===== config.mk =====
export PLATFORM = sky130hd
export DESIGN_NAME = load_store_unit
export DESIGN_NICKNAME = d
export VERILOG_FILES = /design/src/rtl/mem_pkg.sv /design/src/rtl/load_align.sv /design/src/rtl/load_store_unit.sv
export SDC_FILE = /design/constraint.sdc
export NUM_CORES = 1
export LEC_CHECK = 0
export CAP_MARGIN = 25
export CORE_MARGIN = 3
export CORE_UTILIZATION = 48
export CTS_CLUSTER_DIAMETER = 120
export DETAILED_ROUTE_END_ITERATION = 6
export GPL_TIMING_DRIVEN = 0
export PLACE_DENSITY = 0.82
export SETUP_SLACK_MARGIN = 0.1
export SLEW_MARGIN = 10
export SYNTH_ARGS = -nofsm -noshare
export SYNTH_HDL_FRONTEND = slang
export SYNTH_HIERARCHICAL = 1
export SYNTH_SLANG_ARGS = --single-unit

===== constraint.sdc =====
create_clock -name clk -period 3.65 [get_ports clk]
set_clock_uncertainty 0.1 [all_clocks]
set_input_delay 0.73 -clock clk [delete_from_list [all_inputs] [get_ports clk]]
set_output_delay 0.73 -clock clk [all_outputs]
set_load 0.05 [all_outputs]

===== src/rtl/mem_pkg.sv =====
`default_nettype none
// ============================================================================
//  Module   : mem_pkg
//  Brief    : Size encodings, FSM state type and defaults for the data-memory
//             load/store path.
//  Revision : 1.0  initial release
// ============================================================================
package mem_pkg;

    localparam logic [1:0] SIZE_BYTE = 2'b00;
    localparam logic [1:0] SIZE_HALF = 2'b01;
    localparam logic [1:0] SIZE_WORD = 2'b10;

    localparam int MEM_WORDS_DEFAULT = 256;

    typedef enum logic [0:0] {
        ST_IDLE      = 1'b0,
        ST_RMW_WRITE = 1'b1
    } lsu_state_t;

endpackage
`default_nettype wire


===== src/rtl/load_align.sv =====
`default_nettype none
// ============================================================================
//  Module   : load_align
//  Brief    : Selects the addressed byte/halfword lane of a memory word and
//             sign- or zero-extends it to 32 bits.
//  Revision : 1.0  initial release
// ============================================================================
module load_align
    import mem_pkg::*;
(
    input  logic [31:0] rdata,
    input  logic [1:0]  offset,
    input  logic [1:0]  size,
    input  logic        is_signed,
    output logic [31:0] ext
);

    logic [7:0]  w_byte;
    logic [15:0] w_half;

    // Little-endian lanes: byte k lives at bits [8k+7:8k]
    always_comb begin
        w_byte = 8'h00;
        case (offset)
            2'd0:    w_byte = rdata[7:0];
            2'd1:    w_byte = rdata[15:8];
            2'd2:    w_byte = rdata[23:16];
            default: w_byte = rdata[31:24];
        endcase
        w_half = offset[1] ? rdata[31:16] : rdata[15:0];
    end

    always_comb begin
        ext = rdata;
        case (size)
            SIZE_BYTE: ext = {{24{is_signed & w_byte[7]}}, w_byte};
            SIZE_HALF: ext = {{16{is_signed & w_half[15]}}, w_half};
            default:   ext = rdata;
        endcase
    end

endmodule
`default_nettype wire


===== src/rtl/load_store_unit.sv =====
`default_nettype none
// ============================================================================
//  Module   : load_store_unit
//  Brief    : MEM-stage initiator for a word-wide data memory; sub-word stores
//             are a two-cycle read-modify-write, loads are extended and
//             registered.
//  Revision : 1.0  initial release
// ============================================================================
module load_store_unit
    import mem_pkg::*;
#(
    parameter int MEM_WORDS  = MEM_WORDS_DEFAULT,
    parameter int DATA_WIDTH = 32
)(
    input  logic                  clk,
    input  logic                  rst_n,
    input  logic                  req_valid,
    input  logic                  MemRead,
    input  logic                  MemWrite,
    input  logic [1:0]            MemSize,
    input  logic                  MemSigned,
    input  logic [31:0]           Address,
    input  logic [DATA_WIDTH-1:0] Store_data,
    output logic                  stall,
    output logic [DATA_WIDTH-1:0] Load_data,
    output logic                  load_valid,
    output logic                  fault,
    output logic                  mem_read,
    output logic                  mem_write,
    output logic [31:0]           mem_addr,
    output logic [DATA_WIDTH-1:0] mem_wdata,
    input  logic [DATA_WIDTH-1:0] mem_rdata
);

    localparam logic [32:0] c_ADDR_LIMIT = 33'(MEM_WORDS) << 2;

    lsu_state_t  r_state;
    logic [31:0] r_rmw_word;
    logic [1:0]  r_rmw_off;
    logic [1:0]  r_rmw_size;
    logic [15:0] r_rmw_data;
    logic [29:0] r_rmw_addr;
    logic [31:0] r_load_data;
    logic        r_load_valid;
    logic        r_fault;

    logic        w_idle;
    logic        w_align_ok;
    logic        w_in_range;
    logic        w_legal;
    logic        w_fault;
    logic        w_is_sub;
    logic        w_do_load;
    logic        w_do_wstore;
    logic        w_do_rmw;
    logic [31:0] w_load_ext;
    logic [31:0] w_merged;

    always_comb begin
        w_align_ok = 1'b0;
        case (MemSize)
            SIZE_BYTE: w_align_ok = 1'b1;
            SIZE_HALF: w_align_ok = ~Address[0];
            SIZE_WORD: w_align_ok = (Address[1:0] == 2'b00);
            default:   w_align_ok = 1'b0;
        endcase
    end

    assign w_idle      = (r_state == ST_IDLE);
    assign w_in_range  = ({1'b0, Address} < c_ADDR_LIMIT);
    assign w_legal     = req_valid & (MemRead ^ MemWrite) & w_align_ok & w_in_range;
    assign w_fault     = w_idle & req_valid & (MemRead | MemWrite) & ~w_legal;
    assign w_is_sub    = (MemSize != SIZE_WORD);
    assign w_do_load   = w_idle & w_legal & MemRead;
    assign w_do_wstore = w_idle & w_legal & MemWrite & ~w_is_sub;
    assign w_do_rmw    = w_idle & w_legal & MemWrite & w_is_sub;

    load_align u_load_align (
        .rdata     (mem_rdata),
        .offset    (Address[1:0]),
        .size      (MemSize),
        .is_signed (MemSigned),
        .ext       (w_load_ext)
    );

    // Merge uses only the offset/size/data captured in the read cycle
    always_comb begin
        w_merged = r_rmw_word;
        if (r_rmw_size == SIZE_BYTE) begin
            w_merged[{r_rmw_off, 3'b000} +: 8] = r_rmw_data[7:0];
        end else if (r_rmw_off[1]) begin
            w_merged[31:16] = r_rmw_data;
        end else begin
            w_merged[15:0] = r_rmw_data;
        end
    end

    // Strobes are gated by rst_n so nothing reaches memory while in reset
    assign mem_read  = rst_n & (w_do_load | w_do_rmw);
    assign mem_write = rst_n & (w_do_wstore | ~w_idle);
    assign stall     = rst_n & w_do_rmw;
    assign mem_addr  = w_idle ? {Address[31:2], 2'b00} : {r_rmw_addr, 2'b00};
    assign mem_wdata = w_idle ? Store_data : w_merged;

    assign Load_data  = r_load_data;
    assign load_valid = r_load_valid;
    assign fault      = r_fault;

    always_ff @(posedge clk or negedge rst_n) begin
        if (!rst_n) begin
            r_state      <= ST_IDLE;
            r_rmw_word   <= '0;
            r_rmw_off    <= '0;
            r_rmw_size   <= '0;
            r_rmw_data   <= '0;
            r_rmw_addr   <= '0;
            r_load_data  <= '0;
            r_load_valid <= 1'b0;
            r_fault      <= 1'b0;
        end else begin
            case (r_state)
                ST_IDLE: begin
                    r_load_valid <= w_do_load;
                    r_fault      <= w_fault;
                    if (w_do_load) begin
                        r_load_data <= w_load_ext;
                    end
                    if (w_do_rmw) begin
                        r_rmw_word <= mem_rdata;
                        r_rmw_off  <= Address[1:0];
                        r_rmw_size <= MemSize;
                        r_rmw_data <= Store_data[15:0];
                        r_rmw_addr <= Address[31:2];
                        r_state    <= ST_RMW_WRITE;
                    end
                end
                ST_RMW_WRITE: begin
                    r_load_valid <= 1'b0;
                    r_fault      <= 1'b0;
                    r_state      <= ST_IDLE;
                end
                default: begin
                    r_state <= ST_IDLE;
                end
            endcase
        end
    end

endmodule
`default_nettype wire


Word level (Yosys, flattened, before mapping)
Cells that the tools add are included.

storage, ports and cells
  bits in registers = 117
  bits of input ports = 104
  output and inout port bits = 101

cells by class
  add/subtract/negate cells = 1
  $lt $le $gt $ge = 1
  eq/ne operators = 5
  shifts and indexed selects = 2
  muxes and demuxes = 14
  bitwise operators = 24
  reductions and logical operators = 5

operator list
  cell                                                          count
  2-to-1 mux 32 bit                                             3
  case mux 32 bit (2 select lines)                              1
  2-to-1 mux 16 bit                                             3
  bitwise mux 32 bit                                            1
  less-than comparator 32 x 11 -> 1 bit, second input constant  1
  variable shift 8 x 7 -> 32 bit, first input constant          1
  indexed part select 8 x 7 -> 32 bit                           1
  case mux 8 bit (3 select lines)                               1
  AND 1 bit                                                     16
  negator 5 -> 7 bit                                            1
  zero test 2 bit                                               3
  case mux 1 bit (2 select lines)                               3
  equality test 2 x 1 -> 1 bit, second input constant           2
  equality test 2 bit, second input constant                    2
  inverter 1 bit                                                4
  AND reduction 2 bit                                           2
  OR 1 bit                                                      3
  case mux 1 bit (3 select lines)                               1
  inequality test 2 bit, second input constant                  1
  2-to-1 mux 1 bit                                              1
  bitwise XOR 1 bit                                             1

Longest topological paths before layout
Gate-level depths: netlist (run 1).

  depth in word-level cells = 9
  depth in mapped cells = 10

By module
Netlist (run 1), hierarchy kept.

modules (own cells, without submodules)
  module           times used  cells an instance  area an instance (µm²)
  load_store_unit  1           483                5878.1
  load_align       1           115                875.8

Worst setup path after synthesis (run 1)
OpenSTA, ideal clock, no wires.

  kind = register to output
  from = register r_rmw_off[1]
  to = output mem_wdata[16]
  arrival time = 2904 ps
  required time = 2820 ps
  setup slack = -84 ps
  cell stages (with the launch flop) = 10
  buffers on the path = 3
  cells stage by stage = dfrtp_1 clkbuf_1 clkbuf_1 buf_1 inv_1 ha_1 nor3b_1 a31o_2 a22oi_1 a21oi_1

between the ends
  word-level cells in the longest chain between the ends = 5
  elaborated cells on any way between the ends = 7
  those cells by class = 1 x add/sub; 2 x shift; 4 x mux

RTL lines
  what                                                                                          line                    text
  start: declaration                                                                            load_store_unit.sv:39   logic [1:0] r_rmw_off;
  start signal: assignment                                                                      load_store_unit.sv:130  r_rmw_off <= Address[1:0];
  negator 5 -> 7 bit                                                                            load_store_unit.sv:90   w_merged[{r_rmw_off, 3'b000} +: 8] = r_rmw_data[7:0];
  indexed part select 8 x 7 -> 32 bit / variable shift 8 x 7 -> 32 bit (equally long branches)  load_store_unit.sv:90
  bitwise mux 32 bit                                                                            load_store_unit.sv:90
  2-to-1 mux 32 bit *                                                                           load_store_unit.sv:89   if (r_rmw_size == SIZE_BYTE) begin
  2-to-1 mux 32 bit *                                                                           load_store_unit.sv:103  assign mem_wdata = w_idle ? Store_data : w_merged;
  end: declaration                                                                              load_store_unit.sv:31   output logic [DATA_WIDTH-1:0] mem_wdata,

Every way passes the cells marked *; elsewhere a longest branch is shown, timed or not.

Worst setup path in the final report (run 1)
  from = input MemRead
  to = output stall

between the ends
  word-level cells in the longest chain between the ends = 8

RTL lines
  what                    line                    text
  start: declaration      load_store_unit.sv:18   input logic MemRead,
  bitwise XOR 1 bit       load_store_unit.sv:71   assign w_legal = req_valid & (MemRead ^ MemWrite) & w_align_ok & w_in_range;
  AND 1 bit (3 in a row)  load_store_unit.sv:71
  AND 1 bit (3 in a row)  load_store_unit.sv:76   assign w_do_rmw = w_idle & w_legal & MemWrite & w_is_sub;
  AND 1 bit               load_store_unit.sv:101  assign stall = rst_n & w_do_rmw;
  end: declaration        load_store_unit.sv:24   output logic stall,

No other way between the ends.

==> results.yml, run 1 <==
die:
  die_x_um: 124.6
  initial_utilization_pct: 50.01
  io_pins: 205
  core_area_sq_um: 13510
  die_area_sq_um: 15530
  die-height_um: 124.6
  rows: 42
setup_path:
  worstPathMaxFanout: 3
  critPathCaptureType: "primary output"
  path_class: "primary input to primary output"
  cp_cell_sequence: "clkdlybuf4s50_1 > inv_1 > ha_1 > nor4b_2 > nand4_1 > nor2_1 > and3_1 > buf_4"
  crit_required_ns: 2.82
  cp_slowest_cell: "clkdlybuf4s50_1"
  cp-start-kind: "primary input"
  crit_arrival_ns: 2.70
  cpPeakStageDelay_ns: 0.46
yosys:
  synth_cell_types: 44
  netlist_area_sq_um: 6754
  seq_area_frac_synth_pct: 43.35
  avgSynthCellArea_sq_um: 11.29
  synth_top_flop_cell: "dfrtp_1"
  synth_seq_cells: 117
  async_flop_share_pct: 100.0
  synth_warnings: 6
  synthCells: 598
  synth_edf_count: 0
finish:
  seq_area_sq_um: 2928
  stdcell_area_sq_um: 9777
  n_antenna_cell: 0
  fin_util_pct: 72.39
  multi_input_area_sq_um: 3702
  nNetsFinal: 935
  drive_gt1_share_pct: 33.85
  final.fill_count: 968
  area_delta_synth_final_pct: 44.76
  instances_no_fill: 1012
drt:
  drt_iter0_drc: 404
  ant_nets: 0
  drt_pass1_iterations: 6
  post-route-drc-count: 0
  avgRoutedWirePerCell_um: 21.17
  vias: 5813
  wirelength_um: 21430
  vias_per_cell: 5.744
sta:
  worst_slew_pin_slew_ns: 0.7968
  setup_viol: 0
  setup_tns_ns: 0
  timing.hold.ws_ns: 0.08339
  fmax_mhz: 283.5
  finalHoldViolCount: 0
  slew_viol_final: 0
  fin_crit_sh_pct: 96.64
  setup_ws_ns: 0.1228
  rsz0062_at_grt: "yes"
  period_needed_ns: 3.527
  slew_headroom_pct: 46.48
cts:
  clkTransAtPathRegs_ns: 0.05
  htreeDepth: 4
  numCtsBuffers: 17
  clock-root-buffer: "clkbuf_16"
  clock_latency_ns: 0.41
  cts.sinks: 117
  clockBufferDepth: 2
  cts_tree: "yes"
global_routing:
  grt_pass1_wl_um: 34200
  grt_start_max_net_pins: 94
  antenna_found_initial: 0
  first_global_vias: 6213
  grt_overflow: 0
  grt_use_total_pct: 27.88
power:
  power_mw: 3.371
  powerDensity_nw_per_um2: 344.8
  p_leak_nw: 4.413
  vdd_drop_max_mv: 0.2975
place:
  hpwlAfterDp_um: 16230
  dpl.cell_count: 978
  dpl_worst_slack_ns: -1.269
  portBuffers: 202
  placed_cell_area_sq_um: 9089
  gp_congestion: 0.8772
flow_run:
  max_cap_viol_count: 0
outcome:
  status: "completed"
worst_hold_path:
  hold_path.class: "primary input to async pin"
[sequential cells by signal (all words and copies together) (netlist names)]
register    count
Load_data      32
r_rmw_word     32
r_rmw_addr     30
r_rmw_data     16
r_rmw_off       2
r_rmw_size      2
fault           1
load_valid      1
r_state         1
[timing repair]
| item | 4_1_cts | 5_1_grt |
|---|---|---|
| endpoints found under the hold margin | 0 | 0 |
| cloned | 0 | 0 |
| pin swaps | 4 | 11 |
| endpoints found under the setup margin | 94 | 94 |
| hold buffers | 0 | 0 |
| gates resized for setup | 213 | 63 |
| buffers inserted | 2 | 3 |
[layer usage]
layer,vias to the layer above,wire (um),global-route usage (%)
met5,-,0,0
met4,0,474,9.542
met1,2851,8860,34.51
li1,2647,-,-
met3,45,1536,7.290
met2,270,10550,47.30
[cell families (layout without fill, tap and decap cells)]
kind of cell | after synthesis | count (layout) | share of synthesized area [%]
buf+inv | 53 | 290 | 4.483
fa+ha+maj | 6 | 6 | 1.111
compound gates | 134 | 134 | 14.45
simple gates | 134 | 134 | 11.32
mux | 153 | 153 | 25.23
other cells | 1 | 2 | 0.05552
flops | 117 | 117 | 43.35
[critical path, delay by kind of cell]
family                     cells  cell delay [ns]
adders and majority gates      1             0.29
buffers and inverters          3             0.77
and+or+nand+nor                4             0.90
[worst paths after layout]
| path | slack [ns] | from | endpoint | cells past startpoint |
|---|---|---|---|---|
| min in group clk | 0.39 | r_rmw_addr[5] | r_rmw_addr[5] | 1 |
| setup reg to reg | 1.53 | r_state | Load_data[28] | 4 |
| max in group asynchronous | 2.64 | rst_n | r_rmw_data[3] | 2 |
| hold reg to reg | 0.39 | r_rmw_addr[5] | r_rmw_addr[5] | 1 |
| setup / recovery | 0.12 | MemRead | stall | 8 |
| hold / removal | 0.08 | rst_n | r_rmw_addr[7] | 1 |
[layout make-up]
cell class                 count  share of cell area [%]
buffer                        46                   3.199
clock buffer                  20                   4.671
clock inverter                10                  0.8574
inverter                       6                  0.2560
multi-input combinational    429                   37.87
sequential                   117                   29.95
tap                          176                   2.252
timing repair buffer         208                   20.95
[cell usage in the layout, fill, tap and decap left out, types with 3 or more instances in the layout]
cell	instances
o211ai_1	8
buf_4	15
buf_6	28
a21oi_2	22
nor2b_1	65
a22oi_1	23
inv_1	4
o221ai_1	8
clkbuf_16	17
a211oi_1	16
a21oi_1	29
clkinv_2	6
dfrtp_1	117
ha_1	3
nor2_1	20
mux2_1	6
nand2_1	26
o22a_1	7
mux2_4	6
mux2i_1	15
buf_2	19
nor3_1	4
clkbuf_8	3
mux2_2	126
clkbuf_1	15
clkbuf_2	6
buf_8	3
ha_4	3
clkdlybuf4s50_1	166
nor4_1	4
o211ai_2	10
[power breakdown]
part | internal, mW | total (mW) | switching, mW
clock | 0.954 | 1.52 | 0.570
combinational | 0.236 | 0.547 | 0.311
sequential | 1.30 | 1.30 | 0.000268
total | 2.49 | 3.37 | 0.882
[cells in the mapped netlist (2+ instances only)]
library cell,instances,area (sq um)
buf_4,3,22.52
ha_1,6,75.07
o21ba_2,2,20.02
mux2_2,132,1486
clkbuf_1,24,90.09
mux2_1,6,67.56
nand2_1,26,97.59
dfrtp_1,117,2928
o221ai_1,8,70.07
buf_2,8,40.04
a22oi_1,25,187.7
mux2i_1,15,150.1
and3_1,2,12.51
nor4_1,4,25.02
o211ai_2,10,125.1
nor2b_1,65,406.6
nor2_1,20,75.07
o22a_1,7,61.31
nor3_1,4,20.02
o21a_1,2,15.01
inv_1,5,18.77
o211ai_1,8,60.06
a21oi_1,51,255.2
nor4b_1,3,26.28
buf_6,11,123.9
a211oi_1,16,120.1
Power figures use the tool's default switching activity.
==> run 2: changes to the inputs <==
PLACE_DENSITY = default   (was 0.82)
PLACE_DENSITY_LB_ADDON = 0.2   (was default)
==> run 2 against run 1 <==
Compared with the run above:
- critical path depth down 1
- combinational power down 1%
- hold slack better by 0.036 ns
- via count up 1.3%
- global-route usage up 0.52 points
- flip-flop and latch count unchanged
- count of clock-buffer cells in the layout down 1
- maximum frequency about the same
==> results.yml, run 2 (synthesized netlist as in run 1, its figures left out) <==
flow_run:
  max_cap_viol_count: 0
sta:
  setup_tns_ns: 0
  setup_viol: 0
  slew_headroom_pct: 40.03
  fin_crit_sh_pct: 96.54
  slew_viol_final: 0
  setup_ws_ns: 0.1262
  period_needed_ns: 3.524
  timing.hold.ws_ns: 0.1197
  rsz0062_at_grt: "no"
  fmax_mhz: 283.8
  worst_slew_pin_slew_ns: 0.8929
  finalHoldViolCount: 0
place:
  hpwlAfterDp_um: 16470
  portBuffers: 202
  dpl.cell_count: 978
  placed_cell_area_sq_um: 9089
  dpl_worst_slack_ns: -1.274
  gp_congestion: 0.9600
die:
  core_area_sq_um: 13510
  rows: 42
  initial_utilization_pct: 50.01
  die-height_um: 124.6
  io_pins: 205
  die_x_um: 124.6
  die_area_sq_um: 15530
outcome:
  status: "completed"
drt:
  avgRoutedWirePerCell_um: 21.99
  vias: 5891
  drt_iter0_drc: 530
  top_layer: "met4"
  wl_met1_um: 9604
  post-route-drc-count: 0
  met2_length_um: 10770
  vias_per_cell: 5.810
  ant_nets: 0
  wirelength_um: 22300
  drt_pass1_iterations: 5
  wl_met3_um: 1423
finish:
  fin_util_pct: 72.67
  final_cell_mix: "clkdlybuf4s50_1 (166), mux2_2 (129), dfrtp_1 (117)"
  n_antenna_cell: 0
  area_delta_synth_final_pct: 45.31
  stdcell_area_sq_um: 9814
  nNetsFinal: 935
  instances_no_fill: 1014
  drive_gt1_share_pct: 34.84
  final_common_cell: "clkdlybuf4s50_1"
global_routing:
  grt_start_max_net_pins: 78
  first_global_vias: 6177
  antenna_found_initial: 0
  grt_overflow: 0
  grt_use_total_pct: 28.40
  grt_pass1_wl_um: 34990
power:
  powerDensity_nw_per_um2: 353.3
  power_mw: 3.467
  p_leak_nw: 4.394
  vdd_drop_max_mv: 0.3110
setup_path:
  path_class: "flip-flop to primary output"
  crit_required_ns: 2.82
  crit_arrival_ns: 2.69
  cp-start-kind: "flip-flop"
  critPathCaptureType: "primary output"
  worstPathMaxFanout: 8
cts:
  clkTransAtPathRegs_ns: 0.06
  htreeDepth: 4
  clock_latency_ns: 0.42
  hold_buffers: 0
  clockBufferDepth: 2
  numCtsBuffers: 17
  clock-root-buffer: "clkbuf_16"
  cts_tree: "yes"
  cts.sinks: 117
worst_hold_path:
  hold_path.class: "primary input to async pin"
-- run 2: power by group --
part           switching, mW  internal, mW
registers           0.000219          1.30
logic                  0.308         0.233
clock network          0.650         0.978
-- run 2: routing by layer --
layer  vias up  track usage [%]
met5         -                0
met3        46            6.218
met2       274            46.09
met1      2916            37.73
met4         0            9.800
li1       2655                -
-- run 2: final cells by class --
cell class	count	area (sq um)
Buffer	46	315.3
Clock buffer	19	452.9
Clock inverter	13	121.4
Fill cell	947	3691
Inverter	6	27.53
Multi-Input combinational cell	429	3714
Sequential cell	117	2928
Tap cell	176	220.2
Timing Repair Buffer	208	2036
-- run 2: critical path: stages (launching register included) --
cell and delay [ns]:
dfrtp_1 0.58, inv_1 0.23, ha_4 0.31, nor2_1 0.13, a41o_2 0.35, a22oi_1 0.13, a21oi_2 0.16, clkdlybuf4s15_2 0.38
-- run 2: final timing paths --
| check | endpoint | cells after the start | from | slack (ns) |
|---|---|---|---|---|
| max in group asynchronous | r_rmw_data[15] | 2 | rst_n | 2.59 |
| setup reg to reg | Load_data[23] | 4 | r_state | 1.30 |
| min in group clk | r_rmw_addr[3] | 1 | r_rmw_addr[3] | 0.39 |
| setup / recovery | mem_wdata[7] | 7 | r_rmw_off[0] | 0.13 |
| hold / removal | load_valid | 1 | rst_n | 0.12 |
| hold reg to reg | r_rmw_addr[3] | 1 | r_rmw_addr[3] | 0.39 |
-- run 2: repair_timing --
| action | 4_1_cts | 5_1_grt |
|---|---|---|
| endpoints found under the hold margin | 0 | 0 |
| pin swaps | 6 | 9 |
| setup endpoints to repair | 65 | 59 |
| resized for setup | 209 | 56 |
| setup buffers | 4 | 1 |
==> run 3: changes to the inputs <==
ABC_AREA = 1   (was default)
CORE_UTILIZATION = 49   (was 48)
==> run 3 against run 2 <==
Compared with the run above:
- the run now ends with design-rule violations left
- die area rose by 7.7%
- worst setup slack improved by 0.051 ns
- count of clock-buffer cells in the layout down 2
- register-to-register slack improved by 0.40 ns
- flip-flop and latch count is the same
- synthesized area up 10%
- core utilization decreased by 1.5 points
- combinational power increased by 3%
- sequential share of layout area fell by 1.9 points
- sequential power about the same
- maximum frequency grew 1.5%
- global-route usage increased by 4.3 points
- highest routed layer unchanged
==> results.yml, run 3 <==
global_routing:
  grt_use_total_pct: 32.70
  grt_pass1_wl_um: 42670
  grt_overflow: 0
  use_met3_pct: 8.491
  antenna_found_initial: 0
  grt_start_max_net_pins: 83
  met2_usage_pct: 52.87
  top_usage_layer: "met2"
  use_met1_pct: 43.78
  first_global_vias: 8032
cts:
  clock-root-buffer: "clkbuf_16"
  clock_latency_ns: 0.42
  numCtsBuffers: 17
  clockBufferDepth: 2
  clkTransAtPathRegs_ns: 0.06
  cts.sinks: 117
  htreeDepth: 4
  cts_tree: "yes"
power:
  powerDensity_nw_per_um2: 334.8
  vdd_drop_max_mv: 0.3213
  power_mw: 3.504
  comb_power_share_pct: 15.9
  p_sw_share_pct: 29.83
  p_int_mw: 2.459
  switchingPower_mw: 1.045
  p_seq_share_pct: 37.0
  p_leak_nw: 5.441
  pwr-share-clk_pct: 47.0
drt:
  drt_iter0_drc: 926
  wirelength_um: 27490
  vias: 8490
  vias_per_cell: 5.527
  avgRoutedWirePerCell_um: 17.90
  drt_pass1_iterations: 7
  ant_nets: 0
  post-route-drc-count: 7
sta:
  setup_viol: 0
  rsz0062_at_grt: "no"
  finalHoldViolCount: 0
  fmax_mhz: 288.0
  slew_viol_final: 0
  timing.hold.ws_ns: 0.1040
  worst_slew_pin_slew_ns: 0.6453
  period_needed_ns: 3.473
  fin_crit_sh_pct: 95.14
  setup_ws_ns: 0.1772
  slew_headroom_pct: 56.98
die:
  io_pins: 205
  rows: 44
  core_area_sq_um: 14700
  die_area_sq_um: 16730
  die_x_um: 129.4
  initial_utilization_pct: 50.72
  die-height_um: 129.4
finish:
  area_delta_synth_final_pct: 40.36
  final_cell_mix: "nand2_1 (434), clkdlybuf4s50_1 (151), dfrtp_1 (117)"
  final.fill_count: 1217
  n_antenna_cell: 0
  drive_gt1_share_pct: 11.24
  stdcell_area_sq_um: 10470
  final_common_cell: "nand2_1"
  fin_util_pct: 71.20
  nNetsFinal: 1449
yosys:
  yosysMostFrequentCell: "nand2_1"
  netlist_area_sq_um: 7456
  synth_seq_cells: 117
  avgSynthCellArea_sq_um: 6.741
  synth_cell_types: 29
  synth_top_cells_by_count: "nand2_1 (436), dfrtp_1 (117), inv_1 (103)"
  synthTopCellsByArea: "dfrtp_1 (39%), nand2_1 (22%), o21ai_0 (5.6%)"
  synth_top_cell_by_area: "dfrtp_1"
  async_flop_share_pct: 100.0
  synthCells: 1106
  synth_top_flop_cell: "dfrtp_1"
  synth_top_area_share_pct: 39.27
  synth_edf_count: 0
  synth_warnings: 6
  seq_area_frac_synth_pct: 39.27
place:
  hpwlAfterDp_um: 20190
  gp_congestion: 0.9793
  dpl_worst_slack_ns: -1.175
  portBuffers: 201
  placed_cell_area_sq_um: 9747
setup_path:
  crit_required_ns: 2.82
  cp_cell_sequence: "clkdlybuf4s50_1 > nor2_1 > nand2_1 > nand2_1 > nand2_1 > nor2_4 > nand4_4 > buf_8 > buf_8 > nor2_4 > buf_8"
  path_class: "primary input to primary output"
  cp-start-kind: "primary input"
  cp_slowest_cell: "clkdlybuf4s50_1"
  cpPeakStageDelay_ns: 0.58
  crit_arrival_ns: 2.64
  worstPathMaxFanout: 10
  critPathCaptureType: "primary output"
outcome:
  status: "finished, violations left"
  violations: "design-rule violations"
flow_run:
  max_cap_viol_count: 0
worst_hold_path:
  hold_path.class: "primary input to async pin"
[run 3: worst paths after layout]
kind / start / to / slack, ns / depth (start not counted)
max reg2reg: r_state / r_rmw_word[0] / 1.70 / 7
min reg2reg: r_rmw_addr[17] / r_rmw_addr[17] / 0.37 / 2
min in group clk: r_rmw_addr[17] / r_rmw_addr[17] / 0.37 / 2
min: rst_n / r_rmw_data[14] / 0.10 / 1
max in group asynchronous: rst_n / r_rmw_word[12] / 2.60 / 2
max: Address[1] / stall / 0.18 / 11
[run 3: cells by family (layout without fill, tap and decap cells)]
kind of cell	count (synthesis)	after routing	share of synthesized area, %
adder cells (fa/ha/maj)	6	6	1.007
AND/OR/NAND/NOR	614	614	34.80
buffers and inverters	187	432	11.24
AO/OA/AOI/OAI	181	181	13.63
other	1	2	0.05030
flip-flops	117	117	39.27
[run 3: timing repair]
action                                  4_1_cts  5_1_grt
hold buffers                                  0        0
endpoints found under the setup margin       38       63
buffers inserted                              9        3
pin swaps                                     7        2
gates resized for setup                     221       42
[run 3: final cells by class]
cell class / count / area, sq um / share of cell area [%]
Clock buffer: 17 / 425.4 / 4.065
Sequential cell: 117 / 2928 / 27.98
Inverter: 107 / 401.6 / 3.838
Timing Repair Buffer: 214 / 2062 / 19.70
Clock inverter: 15 / 145.1 / 1.387
Tap cell: 184 / 230.2 / 2.200
Buffer: 79 / 500.5 / 4.782
Multi-Input combinational cell: 803 / 3772 / 36.05
[run 3: per-stage QoR]
step / setup TNS (ns) / cells
after detailed placement: -15.02 / 1493
after global placement: -375.41 / 1492
final: 0 / 1536
after global routing: 0 / 1536
after CTS: 0 / 1534
after floorplan: 0 / 1107
[run 3: critical path, delay by kind of cell]
| family | cells | cell delay (ns) |
|---|---|---|
| buffers and inverters | 4 | 1.02 |
| AND/OR/NAND/NOR | 7 | 0.89 |
[run 3: metal layers]
layer	share of wire, %	up-vias
met2	47	408
li1	-	4064
met5	0	-
met1	42	3959
met4	2.4	0
met3	9.5	59
[run 3: power by group through the flow]
stage	sequential [mW]	clock, mW	combinational, mW
final	1.30	1.65	0.558
after global routing	1.30	1.71	0.590
after CTS	1.30	1.64	0.551
after detailed placement	1.32	0	0.553
after global placement	1.32	0	0.546
after floorplan	1.32	0	0.269
